`src/rtl/ones_frame_accumulator.sv`:
```
// ones_frame_accumulator
//   Counts the ones in each accepted 3-bit sample (a, b, c) and accumulates
//   them over a frame of FRAME_LEN accepted samples. When the frame ends, the
//   total and a majority flag are held on the outputs until the consumer acks.
//
// Ports
//   clk, rst_n  : rising-edge clock, asynchronous active-low reset
//   start       : begin a frame (taken in IDLE, or in DONE together with ack)
//   in_valid    : a/b/c carry a sample (taken in ACC only)
//   a, b, c     : sample bits 2..0
//   ack         : consumer has taken the result (taken in DONE only)
//   busy        : frame in progress or result pending
//   pop_q       : ones-count of the last accepted sample
//   sum         : running / final ones total, saturating
//   done        : result valid, held until ack
//   maj         : 1 iff 2*sum > 3*FRAME_LEN, valid while done
module ones_frame_accumulator #(
    parameter int FRAME_LEN = 8,
    parameter int SUM_W     = 5,
    parameter int CNT_W     = 3
) (
    input  logic             clk,
    input  logic             rst_n,
    input  logic             start,
    input  logic             in_valid,
    input  logic             a,
    input  logic             b,
    input  logic             c,
    input  logic             ack,
    output logic             busy,
    output logic [1:0]       pop_q,
    output logic [SUM_W-1:0] sum,
    output logic             done,
    output logic             maj
);
    // One spare bit so 2*sum and 3*FRAME_LEN can never overflow the compare.
    localparam int LOG_THR = $clog2(3 * FRAME_LEN);
    localparam int MAJ_W   = ((SUM_W > LOG_THR) ? SUM_W : LOG_THR) + 1;
    localparam logic [MAJ_W-1:0] MAJ_THR = MAJ_W'(3 * FRAME_LEN);
    localparam logic [CNT_W-1:0] LAST    = CNT_W'(FRAME_LEN - 1);

    typedef enum logic [1:0] {IDLE, ACC, DONE} state_t;

    state_t           state, state_nxt;
    logic [CNT_W-1:0] cnt, cnt_nxt;
    logic [SUM_W-1:0] sum_nxt, sum_add;
    logic [SUM_W:0]   sum_wide;
    logic [MAJ_W-1:0] sum_ext;
    logic [1:0]       pop, pop_nxt;
    logic             maj_cmp, maj_nxt, done_nxt, busy_nxt;

    assign pop      = {1'b0, a} + {1'b0, b} + {1'b0, c};
    assign sum_wide = {1'b0, sum} + (SUM_W + 1)'(pop);
    // Carry out of the accumulator pins the total at all-ones.
    assign sum_add  = sum_wide[SUM_W] ? '1 : sum_wide[SUM_W-1:0];
    // Majority looks at the total including the sample being accepted.
    assign sum_ext  = MAJ_W'(sum_add);
    assign maj_cmp  = (sum_ext << 1) > MAJ_THR;

    always_comb begin
        state_nxt = state;
        cnt_nxt   = cnt;
        sum_nxt   = sum;
        pop_nxt   = pop_q;
        maj_nxt   = maj;
        done_nxt  = done;
        busy_nxt  = busy;
        case (state)
            IDLE: begin
                if (start) begin
                    state_nxt = ACC;
                    cnt_nxt   = '0;
                    sum_nxt   = '0;
                    pop_nxt   = '0;
                    maj_nxt   = 1'b0;
                    busy_nxt  = 1'b1;
                end
            end
            ACC: begin
                if (in_valid) begin
                    sum_nxt = sum_add;
                    pop_nxt = pop;
                    if (cnt == LAST) begin
                        cnt_nxt   = '0;
                        state_nxt = DONE;
                        done_nxt  = 1'b1;
                        maj_nxt   = maj_cmp;
                    end else begin
                        cnt_nxt = cnt + CNT_W'(1);
                    end
                end
            end
            DONE: begin
                if (ack) begin
                    done_nxt = 1'b0;
                    if (start) begin
                        // Back-to-back frame: skip IDLE, busy stays high.
                        state_nxt = ACC;
                        sum_nxt   = '0;
                        pop_nxt   = '0;
                        maj_nxt   = 1'b0;
                    end else begin
                        // Total stays visible in IDLE until the next start.
                        state_nxt = IDLE;
                        busy_nxt  = 1'b0;
                    end
                end
            end
            default: begin
                state_nxt = IDLE;
                busy_nxt  = 1'b0;
                done_nxt  = 1'b0;
            end
        endcase
    end

    always_ff @(posedge clk or negedge rst_n) begin
        if (!rst_n) begin
            state <= IDLE;
            cnt   <= '0;
            sum   <= '0;
            pop_q <= '0;
            maj   <= 1'b0;
            done  <= 1'b0;
            busy  <= 1'b0;
        end else begin
            state <= state_nxt;
            cnt   <= cnt_nxt;
            sum   <= sum_nxt;
            pop_q <= pop_nxt;
            maj   <= maj_nxt;
            done  <= done_nxt;
            busy  <= busy_nxt;
        end
    end
endmodule
```
`config.mk`:
```
export PLATFORM = sky130hd
export DESIGN_NAME = ones_frame_accumulator
export DESIGN_NICKNAME = d
export VERILOG_FILES = /design/src/rtl/ones_frame_accumulator.sv
export SDC_FILE = /design/constraint.sdc
export NUM_CORES = 1
export LEC_CHECK = 0
export ABC_AREA = 1
export BUFFER_PORTS_ARGS = -buffer_cell sky130_fd_sc_hd__clkbuf_2
export CORE_ASPECT_RATIO = 1.5
export CORE_MARGIN = 5
export CORE_UTILIZATION = 32
export CTS_CLUSTER_DIAMETER = 100
export DETAILED_ROUTE_END_ITERATION = 6
export HOLD_SLACK_MARGIN = 0.03
export PLACE_DENSITY = 0.49
export SLEW_MARGIN = 20
export SYNTH_ARGS = -nofsm -noshare
export SYNTH_HDL_FRONTEND = slang
export SYNTH_SLANG_ARGS = --single-unit
```
`constraint.sdc`:
```
create_clock -name clk -period 3.3 [get_ports clk]
set_input_delay 0.66 -clock clk [delete_from_list [all_inputs] [get_ports clk]]
set_output_delay 0.66 -clock clk [all_outputs]
set_load 0.02 [all_outputs]
```
==> run summary, run 1 <==
### Outcome
* **run status** finished clean

### Worst setup path
* **worst path bufs/invs** 3
* **maximum fanout encountered on the critical timing path** 3
* **critical path class** primary input to flop
* **CP dominant cell by count** nand2_1
* **startpoint type of the worst setup path** primary input
* **slowest stage cell, crit path** fa_1
* **family with the most delay on the worst path** adder cells
* **launch instance of the worst register-to-register path** sum[0]
* **data arrival time at the worst-slack endpoint** 2.56 ns
* **count of cells along the worst register-to-register path** 10
* **WP depth** 12
* **required time at the worst-slack endpoint** 3.44 ns
* **critical path endpoint category** flop
* **list of cells traversed by the critical path** clkbuf_2 > fa_1 > ha_1 > inv_1 > fa_1 > inv_1 > nand3_1 > xor2_1 > nor2_1 > nand2_1 > nand2_1 > nand2_1
* **flop-to-flop setup slack** 1.60 ns
* **terminus of the critical flop-to-flop path** maj
* **largest stage delay on the critical path** 0.57 ns
* **crit path launch** a

### Die
* **horizontal extent of the die** 53.44 um
* **area of the die** 4017 um^2
* **Cell Rows** 23
* **number of placed I/O pins** 18
* **Die Height** 75.17 um
* **Starting Density** 0.3349
* **Core Region** 2705 um^2

### Global route
* **GR Util met3** 0.01584
* **first-pass GRT wire length** 3.256 mm
* **GR met1 Demand/Resource** 0.1222
* **maximum number of pins on one net before global-route repair** 16
* **total grt overflow** 0
* **GR peak layer** met2
* **GRT Util Overall** 0.1121
* **vias in the first global route** 768
* **met2 track demand over resource** 0.1992
* **initial antenna violation count** 0

### Yosys
* **number of distinct standard cells referenced by the synthesized netlist** 22
* **most common cell in the synthesized netlist** nand2_1
* **largest cells by area after synthesis** dfrtp_1 41%, nand3_1 9.9%, nand2_1 9.5%
* **Main synth FF type** dfrtp_1
* **library cell occupying the most area in the post-synthesis netlist** dfrtp_1
* **FFs w/ async S/R, synth** 1.000
* **mapped cell area** 905.9 um^2
* **count of state elements after synthesis** 15
* **area fraction of the dominant cell type after synthesis** 0.4144
* **Synth Instances** 103
* **Synth Net Count** 117
* **EDFF count, synth** 0
* **average instance area after synthesis** 8.795 um^2
* **part of the Yosys area used for sequential elements** 0.4144
* **commonest cells in the netlist** 23 x nand2_1, 18 x nand3_1, 15 x dfrtp_1, 12 x inv_1
* **warning count from the yosys run** 0

### Cells and area
* **Antenna Diode Count** 0
* **filler cell count in the final layout** 307
* **multi-input combinational cell area** 455.4 um^2
* **count of nets after finishing** 137
* **area growth from synthesis to final layout** 16.99%
* **utilization of the core after routing** 0.3918
* **sequential cell area** 375.4 um^2
* **fraction of layout cells with a size suffix above 1** 0.2787

### Pwr
* **internal power consumption** 0.0005290 W
* **sw power** 0.0004322 W
* **Power Density** 907.0 nW/um^2
* **switching part of the total** 0.4497
* **share of total power in the clock network** 0.151
* **power share of the sequential group** 0.342
* **maximum resistive drop on vdd** 0.0003471 V
* **leakage power** 0.5713 nW
* **portion of total power attributed to combinational logic** 0.507

### Clock network
* **CTS tree** done
* **register clock-pin slew on the reported worst setup and hold paths** 0.06 ns
* **Gates resized, CTS repair** 0
* **number of clock buffers inserted by TritonCTS** 3
* **clock tree buffer depth** 2
* **Post-CTS Setup Repair Bufs** 0
* **root buf cell** clkbuf_8
* **sinks on the clock net** 15
* **CTS H-tree depth** 1
* **clock insertion delay at the later pin of the skew report** 0.24 ns
* **hold bufs inserted after CTS** 0

### Worst hold path
* **worst hold-check path type** primary input to asynchronous set/reset pin

### Route
* **First DRT Iteration DRCs** 7
* **number of nets with antenna violations after detailed routing** 0
* **overall via count from detail_route** 733
* **drt total wl** 1.826 mm
* **# DRC** 0
* **via count normalized by instance count** 4.610
* **Initial DRT Pass Iterations** 4
* **routed length per instance** 11.48 um

### Placement
* **count of buffers from port buffering** 17
* **HPWL after DPL** 1.522 mm
* **GPL Wtd Cong** 0.8205

### Timing
* **setup skew after layout** 0.002176 ns
* **count of endpoints failing setup in the final report** 0
* **actual transition at the worst max-transition pin** 0.3794 ns
* **total negative setup slack** 0 ns
* **Fmax** 413.2 MHz
* **final hold vios** 0
* **final period utilization** 0.7333
* **Slew Limit Fails** 0
* **min cycle time layout** 2.420 ns
* **setup repair after global routing missed its margin** no
* **Rel. slew slack** 0.7471

### Run
* **number of max-capacitance violations reported** 0

## placed cells by master (no fill, tap or decap)
cell type | synthesis | final
nand3b_2 | 1 | 1
nor2_1 | 2 | 2
nand4_4 | 1 | 1
a21oi_1 | 1 | 1
nor2_2 | 1 | 1
nand2_4 | 2 | 2
clkbuf_8 | 0 | 3
o21ai_0 | 3 | 3
nand3_1 | 18 | 18
dfrtp_1 | 15 | 15
nand2_2 | 4 | 4
xor2_1 | 2 | 2
o21ai_2 | 2 | 2
fa_1 | 2 | 2
clkbuf_1 | 0 | 1
clkbuf_2 | 0 | 17
nor2_4 | 1 | 1
o21ai_1 | 3 | 3
o21a_1 | 1 | 1
nand2_1 | 23 | 23
a31oi_1 | 1 | 1
inv_1 | 12 | 12
ha_1 | 4 | 4
inv_2 | 2 | 2
## kinds of logic (layout without fill, tap and decap cells)
kind of cell	count (synthesis)	count (layout)	synth area share
adders and majority gates	6	6	0.09945
DFF	15	15	0.4144
and+or+nand+nor	53	53	0.3108
xor gates and xnor gates	2	2	0.01934
buffers and inverters	16	35	0.08287
AOI/OAI and AO/OA	11	11	0.07320
## metrics by stage
stage	hold slack, ns	total power, W	setup WS (ns)	area (um^2)	cells
3_5_place_dp	0.4910	0.0008331	0.6303	1015	155
3_3_place_gp	0.4864	0.0008255	0.6583	1015	155
5_1_grt	0.3589	0.001065	0.7330	1060	159
6_report	0.3235	0.0009612	0.8800	1060	159
4_1_cts	0.3383	0.0009855	0.8735	1060	159
2_1_floorplan	0.3644	0.0007113	0.8416	905.9	103
## flip-flops by register name (all words and copies together), names as in the netlist
register and count:
busy 1, done 1, cnt 3, maj 1, pop_q 2, state 2
sum 5
## final cells by class
type	count	share of cell area
Timing Repair Buffer	17	0.08028
Inverter	14	0.04959
Tap cell	37	0.04368
Multi-Input combinational cell	72	0.4298
Sequential cell	15	0.3542
Clock buffer	4	0.04250
## worst max-delay path by stage
stage / end
2_1_floorplan: maj
4_1_cts: maj
3_3_place_gp: maj
6_report: maj
5_1_grt: maj
3_5_place_dp: maj
## power by group through the flow
stage	clock (W)	sequential, W	combinational (W)
floorplan	0	0.000383	0.000328
global placement	0	0.000333	0.000493
detailed placement	0	0.000333	0.000500
CTS	0.000154	0.000330	0.000501
global route	0.000165	0.000339	0.000560
finish	0.000146	0.000329	0.000487
## metal layers
metal  wire [um]  vias to the layer above
met5           0                        -
li1            -                      370
met2         968                       15
met1         734                      344
met3          84                        4
met4          38                        0
Power figures use the tool's default switching activity.
==> inputs of run 2 (changes only) <==
==> constraint.sdc (replaced) <==
create_clock -name clk -period 2.4 [get_ports clk]
set_input_delay 0.48 -clock clk [delete_from_list [all_inputs] [get_ports clk]]
set_output_delay 0.48 -clock clk [all_outputs]
set_load 0.02 [all_outputs]
==> run summary, run 2 (synthesized netlist as in run 1, its figures left out) <==
### Worst setup path
* **largest stage delay on the critical path** 0.58 ns, about the same
* **launch instance of the worst register-to-register path** sum[0]
* **slowest stage cell, crit path** fa_1
* **maximum fanout encountered on the critical timing path** 2, -1
* **list of cells traversed by the critical path** clkbuf_2 > fa_1 > ha_1 > inv_1 > fa_1 > inv_1 > nand3_1 > xor2_1 > nor2_1 > nand2_1 > nand2_1 > nand2_1
* **data arrival time at the worst-slack endpoint** 2.36 ns, -0.20 ns
* **startpoint type of the worst setup path** primary input
* **critical path endpoint category** flop
* **required time at the worst-slack endpoint** 2.54 ns, -0.90 ns
* **crit path launch** a
* **CP dominant cell by count** nand2_1
* **critical path class** primary input to flop

### Global route
* **first-pass GRT wire length** 3.146 mm, -3.4%
* **total grt overflow** 0, unchanged
* **initial antenna violation count** 0, unchanged
* **GRT Util Overall** 0.1083, -0.003783
* **maximum number of pins on one net before global-route repair** 16, unchanged
* **vias in the first global route** 739, -3.8%

### Clock network
* **hold bufs inserted after CTS** 0, unchanged
* **Gates resized, CTS repair** 0, unchanged
* **clock insertion delay at the later pin of the skew report** 0.24 ns, about the same
* **Post-CTS Setup Repair Bufs** 0, unchanged
* **root buf cell** clkbuf_8
* **CTS tree** done
* **number of clock buffers inserted by TritonCTS** 3, unchanged
* **clock tree buffer depth** 2, unchanged
* **CTS H-tree depth** 1, unchanged
* **register clock-pin slew on the reported worst setup and hold paths** 0.06 ns, about the same
* **sinks on the clock net** 15, unchanged

### Die
* **area of the die** 4017 um^2, unchanged
* **Cell Rows** 23, unchanged
* **Starting Density** 0.3349, unchanged
* **number of placed I/O pins** 18, unchanged
* **horizontal extent of the die** 53.44 um, unchanged
* **Die Height** 75.17 um, unchanged
* **Core Region** 2705 um^2, unchanged

### Outcome
* **run status** finished clean

### Route
* **overall via count from detail_route** 718, -2.0%
* **Initial DRT Pass Iterations** 3, -1
* **routed length per instance** 11.33 um, -1.4%
* **# DRC** 0, unchanged
* **First DRT Iteration DRCs** 13, +6
* **number of nets with antenna violations after detailed routing** 0, unchanged
* **via count normalized by instance count** 4.488, -2.7%
* **drt total wl** 1.812 mm, -0.77%

### Cells and area
* **register with the most flip-flops** sum
* **registers with the most flip-flops** sum: 5 flops, cnt: 3 flops
* **count of nets after finishing** 138, +0.73%
* **top library cells by usage in the layout, fill and taps aside** 23 x nand2_1, 18 x nand3_1, 17 x clkbuf_2, 15 x dfrtp_1, 12 x inv_1
* **utilization of the core after routing** 0.3945, +0.002775
* **Antenna Diode Count** 0, unchanged
* **number of flip-flops under the largest register name** 5, unchanged
* **area growth from synthesis to final layout** 17.82%
* **final std cells w/o fill** 160, +0.63%
* **fraction of layout cells with a size suffix above 1** 0.2846, +0.005864
* **leading cell type in the layout, fill and taps excluded** nand2_1

### Placement
* **count of buffers from port buffering** 17, unchanged
* **placed cell count** 156, +0.65%
* **GPL Wtd Cong** 0.8419, +2.6%
* **HPWL after DPL** 1.520 mm, -0.11%

### Timing
* **Fin Hold WS** 0.1459 ns, -0.1776 ns
* **Rel. slew slack** 0.7434, -0.003714
* **setup skew after layout** 0.002856 ns, +0.0006794 ns
* **Fmax** 450.2 MHz
* **min cycle time layout** 2.221 ns
* **Slew Limit Fails** 0, unchanged
* **count of endpoints failing setup in the final report** 0, unchanged
* **final hold vios** 0, unchanged
* **setup repair after global routing missed its margin** no
* **final period utilization** 0.9254
* **actual transition at the worst max-transition pin** 0.3850 ns, +0.005570 ns
* **total negative setup slack** 0 ns, unchanged

### Pwr
* **maximum resistive drop on vdd** 0.0004096 V, +18%
* **Power Density** 1246 nW/um^2, +37%
* **leakage power** 0.5765 nW, +0.91%

### Worst hold path
* **worst hold-check path type** primary input to asynchronous set/reset pin

### Run
* **number of max-capacitance violations reported** 0, unchanged

## run 2: changes by cell type in the layout (fill, tap and decap cells not counted)
cell and delta:
buf_4 +1
## run 2: power by group
group	total, W	internal (W)	switching [W]
clock	0.000199	0.000117	0.0000816
sequential	0.000455	0.000364	0.0000910
combinational	0.000676	0.000251	0.000425
## run 2: layout make-up
| class | instances | area (um^2) |
|---|---|---|
| tap | 37 | 46.29 |
| fill | 306 | 1638 |
| inverter | 14 | 52.55 |
| multi-input combinational | 72 | 455.4 |
| sequential | 15 | 375.4 |
| timing repair buffer | 18 | 92.59 |
| clock buffer | 4 | 45.04 |
## run 2: path summary, 6_finish.rpt
kind | endpoint | slack [ns] | cells past startpoint
setup / recovery | maj | 0.18 | 12
hold / removal | done | 0.15 | 1
setup reg to reg | maj | 0.71 | 10
hold reg to reg | pop_q[0] | 0.50 | 2
max in group asynchronous | sum[0] | 1.98 | 1
min in group clk | pop_q[0] | 0.50 | 2
## run 2: per-stage QoR
step | power (W) | instance area (um^2) | setup slack (ns)
detailed placement | 0.001152 | 1022 | -0.07268
CTS | 0.001357 | 1067 | 0.1748
finish | 0.001330 | 1067 | 0.1790
global placement | 0.001139 | 1022 | -0.04314
global route | 0.001467 | 1067 | 0.007971
floorplan | 0.0009780 | 905.9 | 0.1216
## run 2: critical path: cells and delay by family
kind / cells / cell delay (ns)
xor+xnor: 1 / 0.15
fa+ha+maj: 3 / 1.14
buf+inv: 3 / 0.21
simple gates: 5 / 0.36
## run 2: per-layer routing
layer / GRT usage / vias up / wire (um)
li1: - / 372 / -
met1: 0.1281 / 331 / 787
met2: 0.1814 / 13 / 940
met3: 0.01980 / 2 / 66
met4: 0.05966 / 0 / 17
met5: 0 / - / 0
